$ cat src/rtl/ppg_agc_controller.sv
// PPG front-end auto gain / DC-offset calibration controller (settle, measure min/max, evaluate, lock).
// Optional macro AGC_TRACK_EN: keep measuring while LOCKED and re-enter calibration on drift or clipping.
module ppg_agc_controller #(
    parameter int SETTLE_CYC = 1000,
    parameter int WIN_CYC    = 2000,
    parameter int TARGET_PP  = 96,
    parameter int DC_TOL     = 8
) (
    input  logic       clk,
    input  logic       rst_n,
    input  logic       start,
    input  logic [7:0] Vppg,
    output logic [6:0] DC_Comp,
    output logic [3:0] PGA_Gain,
    output logic       busy,
    output logic       locked,
    output logic       err
);

    localparam int CNT_MAX = (SETTLE_CYC > WIN_CYC) ? SETTLE_CYC : WIN_CYC;
    localparam int CW      = $clog2(CNT_MAX + 1);
    localparam logic [CW-1:0] SETTLE_LAST = CW'(SETTLE_CYC - 1);
    localparam logic [CW-1:0] WIN_LAST    = CW'(WIN_CYC - 1);
    localparam logic [8:0] MID_HI = 9'(128 + DC_TOL);
    localparam logic [8:0] MID_LO = 9'(128 - DC_TOL);
    localparam logic [8:0] PP_TGT = 9'(TARGET_PP);
`ifdef AGC_TRACK_EN
    localparam logic [8:0] TRK_HI = 9'(128 + 2 * DC_TOL);
    localparam logic [8:0] TRK_LO = 9'(128 - 2 * DC_TOL);
`endif

    typedef enum logic [2:0] {IDLE, SETTLE, MEASURE, EVAL, LOCKED} state_t;

    state_t        state, state_n;
    logic [CW-1:0] cnt, cnt_n;
    logic [7:0]    vmin, vmin_n, vmax, vmax_n;
    logic [7:0]    eval_cnt, eval_n;
    logic [6:0]    dc_n;
    logic [3:0]    gain_n;
    logic          busy_n, locked_n, err_n;
    logic          rst_dly;
    logic          start_ok;
    logic [7:0]    samp_min, samp_max, mid, pp;
    logic          clip, eval_lock, eval_fail;

    // A start on the first edge after reset release is deliberately dropped.
    assign start_ok = start && !rst_dly;

    assign samp_min = (Vppg < vmin) ? Vppg : vmin;
    assign samp_max = (Vppg > vmax) ? Vppg : vmax;
    assign mid      = 8'(({1'b0, vmin} + {1'b0, vmax}) >> 1);
    assign pp       = vmax - vmin;
    assign clip     = (vmax == 8'hFF) || (vmin == 8'h00);

`ifdef AGC_TRACK_EN
    logic [7:0] trk_mid;
    logic       trk_bad;
    assign trk_mid = 8'(({1'b0, samp_min} + {1'b0, samp_max}) >> 1);
    assign trk_bad = (samp_max == 8'hFF) || (samp_min == 8'h00) ||
                     ({1'b0, trk_mid} > TRK_HI) || ({1'b0, trk_mid} < TRK_LO);
`endif

    always_comb begin
        state_n   = state;
        cnt_n     = cnt;
        vmin_n    = vmin;
        vmax_n    = vmax;
        eval_n    = eval_cnt;
        dc_n      = DC_Comp;
        gain_n    = PGA_Gain;
        busy_n    = busy;
        locked_n  = locked;
        err_n     = err;
        eval_lock = 1'b0;
        eval_fail = 1'b0;

        case (state)
            IDLE: begin
                state_n = IDLE;
            end
            SETTLE: begin
                if (cnt == SETTLE_LAST) begin
                    cnt_n   = '0;
                    vmin_n  = 8'hFF;
                    vmax_n  = 8'h00;
                    state_n = MEASURE;
                end else begin
                    cnt_n = cnt + 1'b1;
                end
            end
            MEASURE: begin
                vmin_n = samp_min;
                vmax_n = samp_max;
                if (cnt == WIN_LAST) begin
                    cnt_n   = '0;
                    state_n = EVAL;
                end else begin
                    cnt_n = cnt + 1'b1;
                end
            end
            EVAL: begin
                state_n = SETTLE;
                eval_n  = eval_cnt + 8'd1;
                // Priority: clipping, then DC centring, then gain; one code moves per pass.
                if (clip) begin
                    if (PGA_Gain != 4'd0)
                        gain_n = PGA_Gain - 4'd1;
                    else if (vmax == 8'hFF) begin
                        if (DC_Comp == 7'd127) eval_fail = 1'b1;
                        else                   dc_n = DC_Comp + 7'd1;
                    end else begin
                        if (DC_Comp == 7'd0) eval_fail = 1'b1;
                        else                 dc_n = DC_Comp - 7'd1;
                    end
                end else if ({1'b0, mid} > MID_HI) begin
                    if (DC_Comp == 7'd127) eval_fail = 1'b1;
                    else                   dc_n = DC_Comp + 7'd1;
                end else if ({1'b0, mid} < MID_LO) begin
                    if (DC_Comp == 7'd0) eval_fail = 1'b1;
                    else                 dc_n = DC_Comp - 7'd1;
                end else if (({1'b0, pp} < PP_TGT) && (PGA_Gain != 4'd15)) begin
                    gain_n = PGA_Gain + 4'd1;
                end else begin
                    eval_lock = 1'b1;
                end

                if (eval_lock) begin
                    state_n  = LOCKED;
                    locked_n = 1'b1;
                    busy_n   = 1'b0;
                    cnt_n    = '0;
                    vmin_n   = 8'hFF;
                    vmax_n   = 8'h00;
                end else if (eval_fail || (eval_cnt == 8'hFF)) begin
                    state_n = IDLE;
                    err_n   = 1'b1;
                    busy_n  = 1'b0;
                    dc_n    = DC_Comp;
                    gain_n  = PGA_Gain;
                end
            end
            LOCKED: begin
                state_n = LOCKED;
`ifdef AGC_TRACK_EN
                vmin_n = samp_min;
                vmax_n = samp_max;
                if (cnt == WIN_LAST) begin
                    cnt_n = '0;
                    if (trk_bad) begin
                        state_n  = EVAL;
                        locked_n = 1'b0;
                        busy_n   = 1'b1;
                        eval_n   = 8'd0;
                    end else begin
                        vmin_n = 8'hFF;
                        vmax_n = 8'h00;
                    end
                end else begin
                    cnt_n = cnt + 1'b1;
                end
`endif
            end
            default: state_n = IDLE;
        endcase

        if (start_ok && ((state == IDLE) || (state == LOCKED))) begin
            state_n  = SETTLE;
            cnt_n    = '0;
            eval_n   = 8'd0;
            dc_n     = 7'd0;
            gain_n   = 4'd0;
            busy_n   = 1'b1;
            locked_n = 1'b0;
            err_n    = 1'b0;
        end
    end

    always_ff @(posedge clk) begin
        if (!rst_n) begin
            state    <= IDLE;
            cnt      <= '0;
            vmin     <= 8'hFF;
            vmax     <= 8'h00;
            eval_cnt <= 8'd0;
            DC_Comp  <= 7'd0;
            PGA_Gain <= 4'd0;
            busy     <= 1'b0;
            locked   <= 1'b0;
            err      <= 1'b0;
            rst_dly  <= 1'b1;
        end else begin
            state    <= state_n;
            cnt      <= cnt_n;
            vmin     <= vmin_n;
            vmax     <= vmax_n;
            eval_cnt <= eval_n;
            DC_Comp  <= dc_n;
            PGA_Gain <= gain_n;
            busy     <= busy_n;
            locked   <= locked_n;
            err      <= err_n;
            rst_dly  <= 1'b0;
        end
    end

endmodule

$ cat config.mk
export PLATFORM = sky130hd
export DESIGN_NAME = ppg_agc_controller
export DESIGN_NICKNAME = d
export VERILOG_FILES = /design/src/rtl/ppg_agc_controller.sv
export SDC_FILE = /design/constraint.sdc
export NUM_CORES = 1
export LEC_CHECK = 0
export ABC_AREA = 1
export CAP_MARGIN = 10
export CORE_ASPECT_RATIO = 2
export CORE_MARGIN = 8
export CORE_UTILIZATION = 60
export DETAILED_ROUTE_END_ITERATION = 8
export DONT_BUFFER_PORTS = 1
export GPL_ROUTABILITY_DRIVEN = 0
export PLACE_DENSITY_LB_ADDON = 0.15
export SLEW_MARGIN = 20
export SYNTH_ARGS = -nofsm -noshare
export SYNTH_HDL_FRONTEND = slang
export SYNTH_SLANG_ARGS = --single-unit
$ cat constraint.sdc
create_clock -name clk -period 4.55 [get_ports clk]
set_input_delay 0.455 -clock clk [delete_from_list [all_inputs] [get_ports clk]]
set_output_delay 0.455 -clock clk [all_outputs]
set_load 0.1 [all_outputs]
Yosys cells after proc, flatten, opt, wreduce, memory -nomap -nowiden
Cells that the tools add are included.
Widths: inputs -> output; s select.
- equal/unequal tests: 18
- magnitude comparators: 5
- multiplexer cells: 52
- bitwise logic cells: 2
- reductions and logical operators: 24
- $add $sub $neg: 8
- operator list (cell ; count):
    $mux 7 ; 9
    $mux 8 ; 6
    $pmux 8 s3 ; 2
    $mux 11 ; 3
    $pmux 11 s3 ; 1
    $mux 4 ; 7
    $mux 1 ; 20
    $eq 8x8->1 const B ; 2
    $lt 8x7->1 const B ; 2
    $ne 2x2->1 const B ; 6
    $pmux 3 s4 ; 1
    $reduce_and 2->1 ; 6
    $add 11x1->11 const B ; 1
    $eq 11x10->1 const B ; 1
    $eq 11x11->1 const B ; 1
    $add 8x8->9 ; 1
    $mux 3 ; 3
    $add 8x1->8 const B ; 1
    $gt 8x8->1 ; 1
    $gt 8x8->1 const B ; 1
    $logic_not 8->1 ; 1
    $lt 8x8->1 ; 1
    $reduce_and 4->1 ; 2
    $sub 8x8->8 ; 1
    21 further kinds ; 29
- output and inout bits: 14
- register bits: 53
- logic and storage cells: 121
- input bits: 11

Logic depth before layout (Yosys ltp)
Gate-level depths: netlist (run 1).
- word-level depth: 11
- gate-level depth with buffers: 21
- depth with buffers taken out: 21

Worst setup path after synthesis (run 1)
No wires, ideal clock.
- kind: reg2reg
- start: register DC_Comp[1]
- end: register DC_Comp[0]
- clock period less this slack: 2691 ps
- stages on the path, launching flop included: 16
- arrival time: 2580 ps
- required time: 4440 ps
- slack: 1859 ps
- path through: dfxtp_1 -> inv_1 -> ha_1 -> nand2_1 -> nor2_1 -> nand2_1 -> o21ai_0 -> a21oi_1 -> nand2_1 -> nor2_2 -> nand2_1 -> nand2_1 -> buf_6 -> nand3_1 -> nand2_1 -> nor2_1
- word-level cells in the longest chain between the ends: 9
- ends and longest elaborated chain (what ; line ; text):
    start, declared ; 13 ; output logic [6:0] DC_Comp,
    start signal, assigned ; 197 ; DC_Comp <= dc_n;
    $eq 7x7->1 / $logic_not 7->1 (equally long branches) ; - ;
    $mux 1 (on tied branches) ; - ;
    $mux 1 (on tied branches) ; 108, 118 ;
    $mux 1 (on tied branches) ; 106, 115 ;
    $mux 1 ; 105 ; if (clip) begin
    $mux 1 ; 77 ; case (state)
    $logic_or 1x1->1 ; 134 ; end else if (eval_fail || (eval_cnt == 8'hFF)) begin
    $ne 2x2->1 (no source line) ; - ;
    $reduce_and 2->1 (no source line) ; - ;
Parallel ways exist; a longest one is shown, timed or not. The select of a mux whose other input is x is not followed.
A chain may end at the register's enable or synchronous reset.

Worst setup path in the final report (run 1)
- start: register vmin[2]
- end: register DC_Comp[5]
- word-level cells in the longest chain between the ends: 10
- ends and longest elaborated chain (what ; line ; text):
    start, declared ; 36 ; logic [7:0] vmin, vmin_n, vmax, vmax_n;
    start signal, assigned ; 194 ; vmin <= vmin_n;
    $sub 8x8->8 ; 52 ; assign pp = vmax - vmin;
    $lt 8x7->1 ; 121 ; end else if (({1'b0, pp} < PP_TGT) && (PGA_Gain != 4'd15)) begin
    $logic_and 1x1->1 ; 121 ;
    $mux 1 ; 121 ;
    $mux 1 ; 118 ; end else if ({1'b0, mid} < MID_LO) begin
    $mux 1 ; 115 ; end else if ({1'b0, mid} > MID_HI) begin
    $mux 1 ; 105 ;
    $mux 1 ; 77 ;
    $ne 2x2->1 (no source line) ; - ;
    $reduce_and 2->1 (no source line) ; - ;
Parallel ways exist; a longest one is shown, timed or not. The select of a mux whose other input is x is not followed.

==> results of run 1 <==
==> worst max-delay path by stage <==
| stage | from | endpoint | cells after the start |
|---|---|---|---|
| after floorplan | DC_Comp[1] | DC_Comp[0] | 15 |
| after global placement | vmax[0] | DC_Comp[4] | 18 |
| after detailed placement | vmin[2] | DC_Comp[5] | 17 |
| after CTS | vmin[2] | DC_Comp[5] | 17 |
| after global routing | vmin[2] | DC_Comp[5] | 17 |
| final | vmin[2] | DC_Comp[5] | 17 |
==> power groups by stage <==
| stage | registers, mW | logic [mW] | clock network (mW) |
|---|---|---|---|
| floorplan | 0.535 | 0.499 | 0 |
| global placement | 0.538 | 0.588 | 0 |
| detailed placement | 0.540 | 0.604 | 0 |
| CTS | 0.529 | 0.608 | 0.445 |
| global route | 0.533 | 0.693 | 0.461 |
| finish | 0.530 | 0.613 | 0.439 |
==> kinds of logic (layout without fill, tap and decap cells) <==
family	after synthesis	in the layout
compound gates	96	96
simple gates	336	336
fa+ha+maj	37	37
buf+inv	112	119
xor+xnor	19	19
flops	53	53
==> Yosys cell counts (2+ instances only) <==
| library cell | count |
|---|---|
| nand4_1 | 13 |
| inv_2 | 5 |
| nor3_1 | 17 |
| nand2_2 | 9 |
| o21ai_2 | 3 |
| xor2_1 | 15 |
| a31oi_1 | 4 |
| a21oi_1 | 48 |
| a21oi_2 | 3 |
| nor2_4 | 2 |
| clkinv_1 | 3 |
| nor2_2 | 5 |
| o21ai_0 | 15 |
| nand3_1 | 53 |
| nor4_1 | 2 |
| ha_1 | 35 |
| nor2_1 | 76 |
| nand3_4 | 4 |
| fa_1 | 2 |
| nor3b_1 | 3 |
| nand3_2 | 3 |
| buf_6 | 5 |
| nand2_1 | 145 |
| o21ai_1 | 18 |
| a21oi_4 | 2 |
| xnor2_1 | 4 |
| dfxtp_1 | 53 |
| clkbuf_1 | 7 |
| inv_1 | 92 |
==> layer usage <==
| layer | vias up | global-route usage, % | wire, um |
|---|---|---|---|
| met5 | - | 0 | 0 |
| met4 | 0 | 13.4 | 396 |
| met3 | 28 | 3.49 | 344 |
| met2 | 76 | 43.6 | 6320 |
| met1 | 1936 | 21.5 | 4070 |
| li1 | 2117 | - | - |
==> stage by stage <==
step / instance area, sq um / util (%)
detailed placement: 4350 / 63.2
global route: 4520 / 65.7
CTS: 4520 / 65.7
global placement: 4350 / 63.2
finish: 4520 / 65.7
floorplan: 4240 / -
==> state kept, by name (all words and copies together) (netlist names) <==
name and count:
eval_cnt 8, rst_dly 1, cnt 11, busy 1
DC_Comp 7, state 3, vmin 8, err 1
vmax 8, PGA_Gain 4, locked 1
==> final cells by class <==
type / count / area (sq um)
fillers: 690 / 2360
repair buffers: 11 / 82.6
well taps: 90 / 113
clock inverters: 2 / 38.8
clock buffers: 6 / 129
multi-input cells: 488 / 2720
inverters: 100 / 375
flip-flops and latches: 53 / 1060
==> results.py, run 1 <==
metrics = {
    "outcome": {
        "status": "complete, no violations",
    },
    "logic_synthesis": {
        "synth.largest_area_cell": "dfxtp_1",
        "ys_ff_latch": 53,
        "synth-simple-area-share_pct": 36.3,
        "ys_types": 36,
        "synth-seq-area-share_pct": 25.0,
        "muxShareOfSynthArea_pct": 0,
        "synth.top_cell.area_share_pct": 25.0,
        "synth_area_per_cell_sq_um": 6.50,
        "synth_compound_area_share_pct": 12.7,
        "synth.net_count": 701,
        "ys.flop_type": "dfxtp_1",
        "async_reset_ff_share_pct": 0,
        "synthTopCellsByArea": "dfxtp_1, nand2_1, ha_1",
        "synth-edff-count": 0,
        "synth_area_sq_mm": 0.00424,
        "synthAdderAreaFrac_pct": 11.3,
        "synthXorXnorAreaFrac_pct": 3.92,
        "synth_top_family_by_area": "simple AND/OR/NAND/NOR gates",
        "yosys_warnings": 0,
        "syn_inst": 653,
    },
    "sta": {
        "final-max-slew-violation-count": 0,
        "fin_crit_ns": 2.88,
        "finClkSkew_ns": 0.0106,
        "fin_crit_sh_pct": 63.3,
        "hold_ws_ns": 0.307,
        "rsz0062_at_grt": "no",
        "max_freq_mhz": 347,
        "setup_ws_ns": 1.67,
        "worstMarginPinSlew_ns": 1.04,
        "setup_viol": 0,
        "hold_viol": 0,
        "fin_setup_tns_ns": 0,
        "slew_headroom_pct": 30.3,
    },
    "detailed_routing": {
        "routed_wl_mm": 11.1,
        "antenna_left": 0,
        "avgViaCountPerCell": 5.54,
        "drc": 0,
        "dr.pass1.iters": 4,
        "route.vias.total": 4157,
        "drt_iter0_markers": 230,
        "wl_per_cell_um": 14.8,
    },
    "finish": {
        "fin_cells": 750,
        "final_common_cell": "nand2_1",
        "syn_to_final_growth_pct": 6.61,
        "drive_above_1_share_pct": 8.33,
        "diodes": 0,
        "nets": 707,
        "final_cell_mix": "nand2_1, inv_1, nor2_1",
    },
    "floorplan": {
        "fp.dieArea_sq_mm": 0.0102,
        "pin_count": 25,
        "rows": 43,
        "start_util_pct": 61.6,
        "core_area_sq_mm": 0.00689,
        "die-height_um": 135,
        "die_x_um": 75.5,
    },
    "grt": {
        "grt_pass1_vias": 4220,
        "antenna_found_initial": 0,
        "grt_pass1_wl_mm": 18.6,
        "overflow": 0,
        "track_usage_pct": 23.0,
        "grt_max_degree": 22,
    },
    "clock_tree": {
        "post_cts_buffers": 0,
        "cts_made_buffers": 5,
        "cts_max_level": 2,
        "cts_buffer_depth": 2,
        "cts_tree": "done",
        "root_buffer": "clkbuf_16",
        "clkTransAtPathRegs_ns": 0.07,
        "cts_hold_buf": 0,
        "ctsResizeCount": 0,
        "clkSinkCount": 53,
        "clk_latency_ns": 0.30,
    },
    "critical_path": {
        "cp_max_fo": 11,
        "r2r_slack_ns": 1.67,
        "cpPeakStageDelay_ns": 0.45,
        "start_kind": "flip-flop",
        "cp-end-kind": "flip-flop",
        "crit_required_ns": 4.79,
        "rr_worst_depth": 17,
        "crit_path_top_delay_cell": "dfxtp_1",
        "r2r-end": "DC_Comp[5]",
        "crit_family": "simple AND/OR/NAND/NOR gates",
        "path_cells": "inv_1 -> ha_1 -> nor2_1 -> nand2_1 -> nand2_1 -> nand2_1 -> nand2_1 -> nand2_1 -> nand2_1 -> nand3_4 -> nand2_2 -> nand4_1 -> nand2_1 -> nand2_2 -> nand2_1 -> inv_1 -> nor2_1",
        "r2r_start": "vmin[2]",
        "path_common_cell": "nand2_1",
        "crit_type": "reg2reg",
        "crit_arrival_ns": 3.12,
        "worst-path-buf-inv": 2,
    },
    "placement": {
        "portBuffers": 0,
        "hpwl_mm": 8.60,
        "dp_slack_ns": 1.70,
        "dp_cells": 742,
    },
    "min_path": {
        "hp-start": "Vppg[1]",
        "hold_path_end": "vmin[1]",
        "whs_path_depth": 2,
        "hold_class": "in2reg",
    },
    "pwr": {
        "ir_drop_mv": 0.344,
        "power_frac_comb_pct": 38.7,
        "swShare_pct": 40.5,
        "total_power_mw": 1.58,
        "p_per_area_mw_per_mm2": 350,
        "intPower_uw": 942,
        "p_clk_share_pct": 27.8,
        "p_sw_uw": 640,
        "seqPwrFrac_pct": 33.5,
        "leakage_nw": 2.10,
    },
    "flow_run": {
        "maxCapViolCount": 0,
    },
}
Note: power is estimated with default switching activity, not from simulation.
==> inputs of run 2 (changes only) <==
--- a/config.mk
+++ b/config.mk
@@ -9,7 +9,7 @@
 export CAP_MARGIN = 10
 export CORE_ASPECT_RATIO = 2
 export CORE_MARGIN = 8
-export CORE_UTILIZATION = 60
+export CORE_UTILIZATION = 59
 export DETAILED_ROUTE_END_ITERATION = 8
 export DONT_BUFFER_PORTS = 1
 export GPL_ROUTABILITY_DRIVEN = 0
==> constraint.sdc (replaced) <==
create_clock -name clk -period 2.6 [get_ports clk]
set_input_delay 0.26 -clock clk [delete_from_list [all_inputs] [get_ports clk]]
set_output_delay 0.26 -clock clk [all_outputs]
set_load 0.1 [all_outputs]
==> results.py, run 2 (synthesis results as in run 1) <==
metrics = {
    "clock_tree": {
        "cts_hold_buf": 0,
        "cts_made_buffers": 5,
        "cts_buffer_depth": 2,
        "root_buffer": "clkbuf_16",
        "cts_tree": "done",
        "clkSinkCount": 53,
        "clk_latency_ns": 0.30,
        "clkTransAtPathRegs_ns": 0.07,
        "cts_max_level": 2,
    },
    "detailed_routing": {
        "wl_per_cell_um": 13.5,
        "drc": 0,
        "antenna_left": 0,
        "routed_wl_mm": 10.5,
        "route.vias.total": 4163,
        "avgViaCountPerCell": 5.34,
        "drt_iter0_markers": 214,
        "dr.pass1.iters": 5,
    },
    "finish": {
        "max_flop_register": "cnt",
        "largest_register_ffs": 11,
        "syn_to_final_growth_pct": 16.0,
        "diodes": 0,
        "fin_util_pct": 69.3,
        "n_fill_cell": 638,
        "nets": 734,
        "final_cell_mix": "nand2_1, inv_1, nor2_1",
        "drive_above_1_share_pct": 16.6,
        "multi_input_area_sq_mm": 0.00288,
        "regArea_sq_mm": 0.00107,
        "final_common_cell": "nand2_1",
    },
    "grt": {
        "overflow": 0,
        "grt_max_degree": 21,
        "grt_pass1_wl_mm": 17.0,
        "grt_pass1_vias": 3900,
        "track_usage_pct": 19.5,
        "antenna_found_initial": 0,
    },
    "floorplan": {
        "start_util_pct": 59.7,
        "core_area_sq_mm": 0.00710,
        "die-height_um": 136,
        "pin_count": 25,
        "rows": 44,
        "fp.dieArea_sq_mm": 0.0103,
        "die_x_um": 76.0,
    },
    "sta": {
        "worstMarginPinSlew_ns": 0.998,
        "hold_ws_ns": 0.110,
        "fin_crit_sh_pct": 93.9,
        "hold_viol": 0,
        "max_freq_mhz": 410,
        "finClkSkew_ns": 0.00913,
        "fin_crit_ns": 2.44,
        "slew_headroom_pct": 33.3,
        "setup_viol": 0,
        "final-max-slew-violation-count": 0,
        "fin_setup_tns_ns": 0,
    },
    "critical_path": {
        "r2r_start": "vmin[1]",
        "rr_worst_depth": 17,
        "crit_arrival_ns": 2.63,
        "start_kind": "flip-flop",
        "worst-path-buf-inv": 2,
        "crit_type": "reg2reg",
        "crit_path_top_delay_cell": "dfxtp_4",
        "cpPeakStageDelay_ns": 0.38,
        "crit_family": "simple AND/OR/NAND/NOR gates",
        "crit_start": "vmin[1]",
        "crit_cells": 17,
        "path_cells": "inv_1 -> ha_1 -> nor2_2 -> nand2_2 -> nand2_2 -> nand2_2 -> nand2_1 -> nand2_1 -> nand2_1 -> nand3_4 -> nand2_4 -> nand3_4 -> nand2_8 -> nand3_4 -> buf_12 -> a21oi_1 -> o21ai_1",
        "cp_max_fo": 6,
        "cp-end-kind": "flip-flop",
        "r2r_slack_ns": 0.16,
        "crit_required_ns": 2.79,
        "r2r-end": "vmin[0]",
        "timing.critical_path.to": "vmin[0]",
    },
    "pwr": {
        "ir_drop_mv": 0.565,
        "leakage_nw": 2.24,
        "p_per_area_mw_per_mm2": 605,
        "total_power_mw": 2.98,
    },
    "placement": {
        "portBuffers": 0,
        "hpwl_mm": 7.69,
    },
    "outcome": {
        "status": "complete, no violations",
    },
    "min_path": {
        "hold_class": "in2reg",
    },
    "flow_run": {
        "maxCapViolCount": 0,
    },
}
[run 2: worst min-delay path by stage]
stage / to / startpoint / depth (start not counted)
final: vmin[3] / Vppg[3] / 2
after global routing: vmin[0] / Vppg[0] / 2
after CTS: vmin[0] / Vppg[0] / 2
after floorplan: vmin[1] / Vppg[1] / 2
after global placement: vmin[4] / Vppg[4] / 2
after detailed placement: vmin[6] / Vppg[6] / 2
[run 2: metal layers]
| metal | vias to the layer above | wire (um) | part of all wire [%] | track usage [%] |
|---|---|---|---|---|
| li1 | 2168 | - | - | - |
| met1 | 1899 | 4650 | 44 | 22.5 |
| met2 | 80 | 5250 | 50 | 34.6 |
| met3 | 16 | 388 | 3.7 | 3.38 |
| met4 | 0 | 214 | 2.0 | 7.47 |
| met5 | - | 0 | 0 | 0 |
[run 2: layout make-up]
type | instances | share of cell area (%)
clock buffers | 5 | 2.54
inverters | 100 | 7.63
repair buffers | 37 | 6.23
clock inverters | 3 | 0.941
multi-input cells | 489 | 58.5
well taps | 92 | 2.34
flip-flops and latches | 53 | 21.8
[run 2: report_power, final]
group	internal [mW]	leakage [nW]	total (mW)	switching, mW
clock	0.456	0.0800	0.769	0.313
combinational	0.470	1.73	1.29	0.824
sequential	0.860	0.431	0.915	0.0553
[run 2: metrics by stage]
stage | instance area, sq um | setup WS, ns | instances
6_report | 4920 | 0.160 | 779
5_1_grt | 4920 | -0.0282 | 779
4_1_cts | 4670 | 0.0266 | 770
3_5_place_dp | 4500 | 0.0245 | 762
3_3_place_gp | 4500 | 0.102 | 762
2_1_floorplan | 4250 | 0.0442 | 653
[run 2: repair_timing]
item,in CTS,in global routing
endpoints found under the setup margin,2,39
pin swaps,0,9
gates resized for setup,1,40
setup buffers,0,8
cloned,0,1
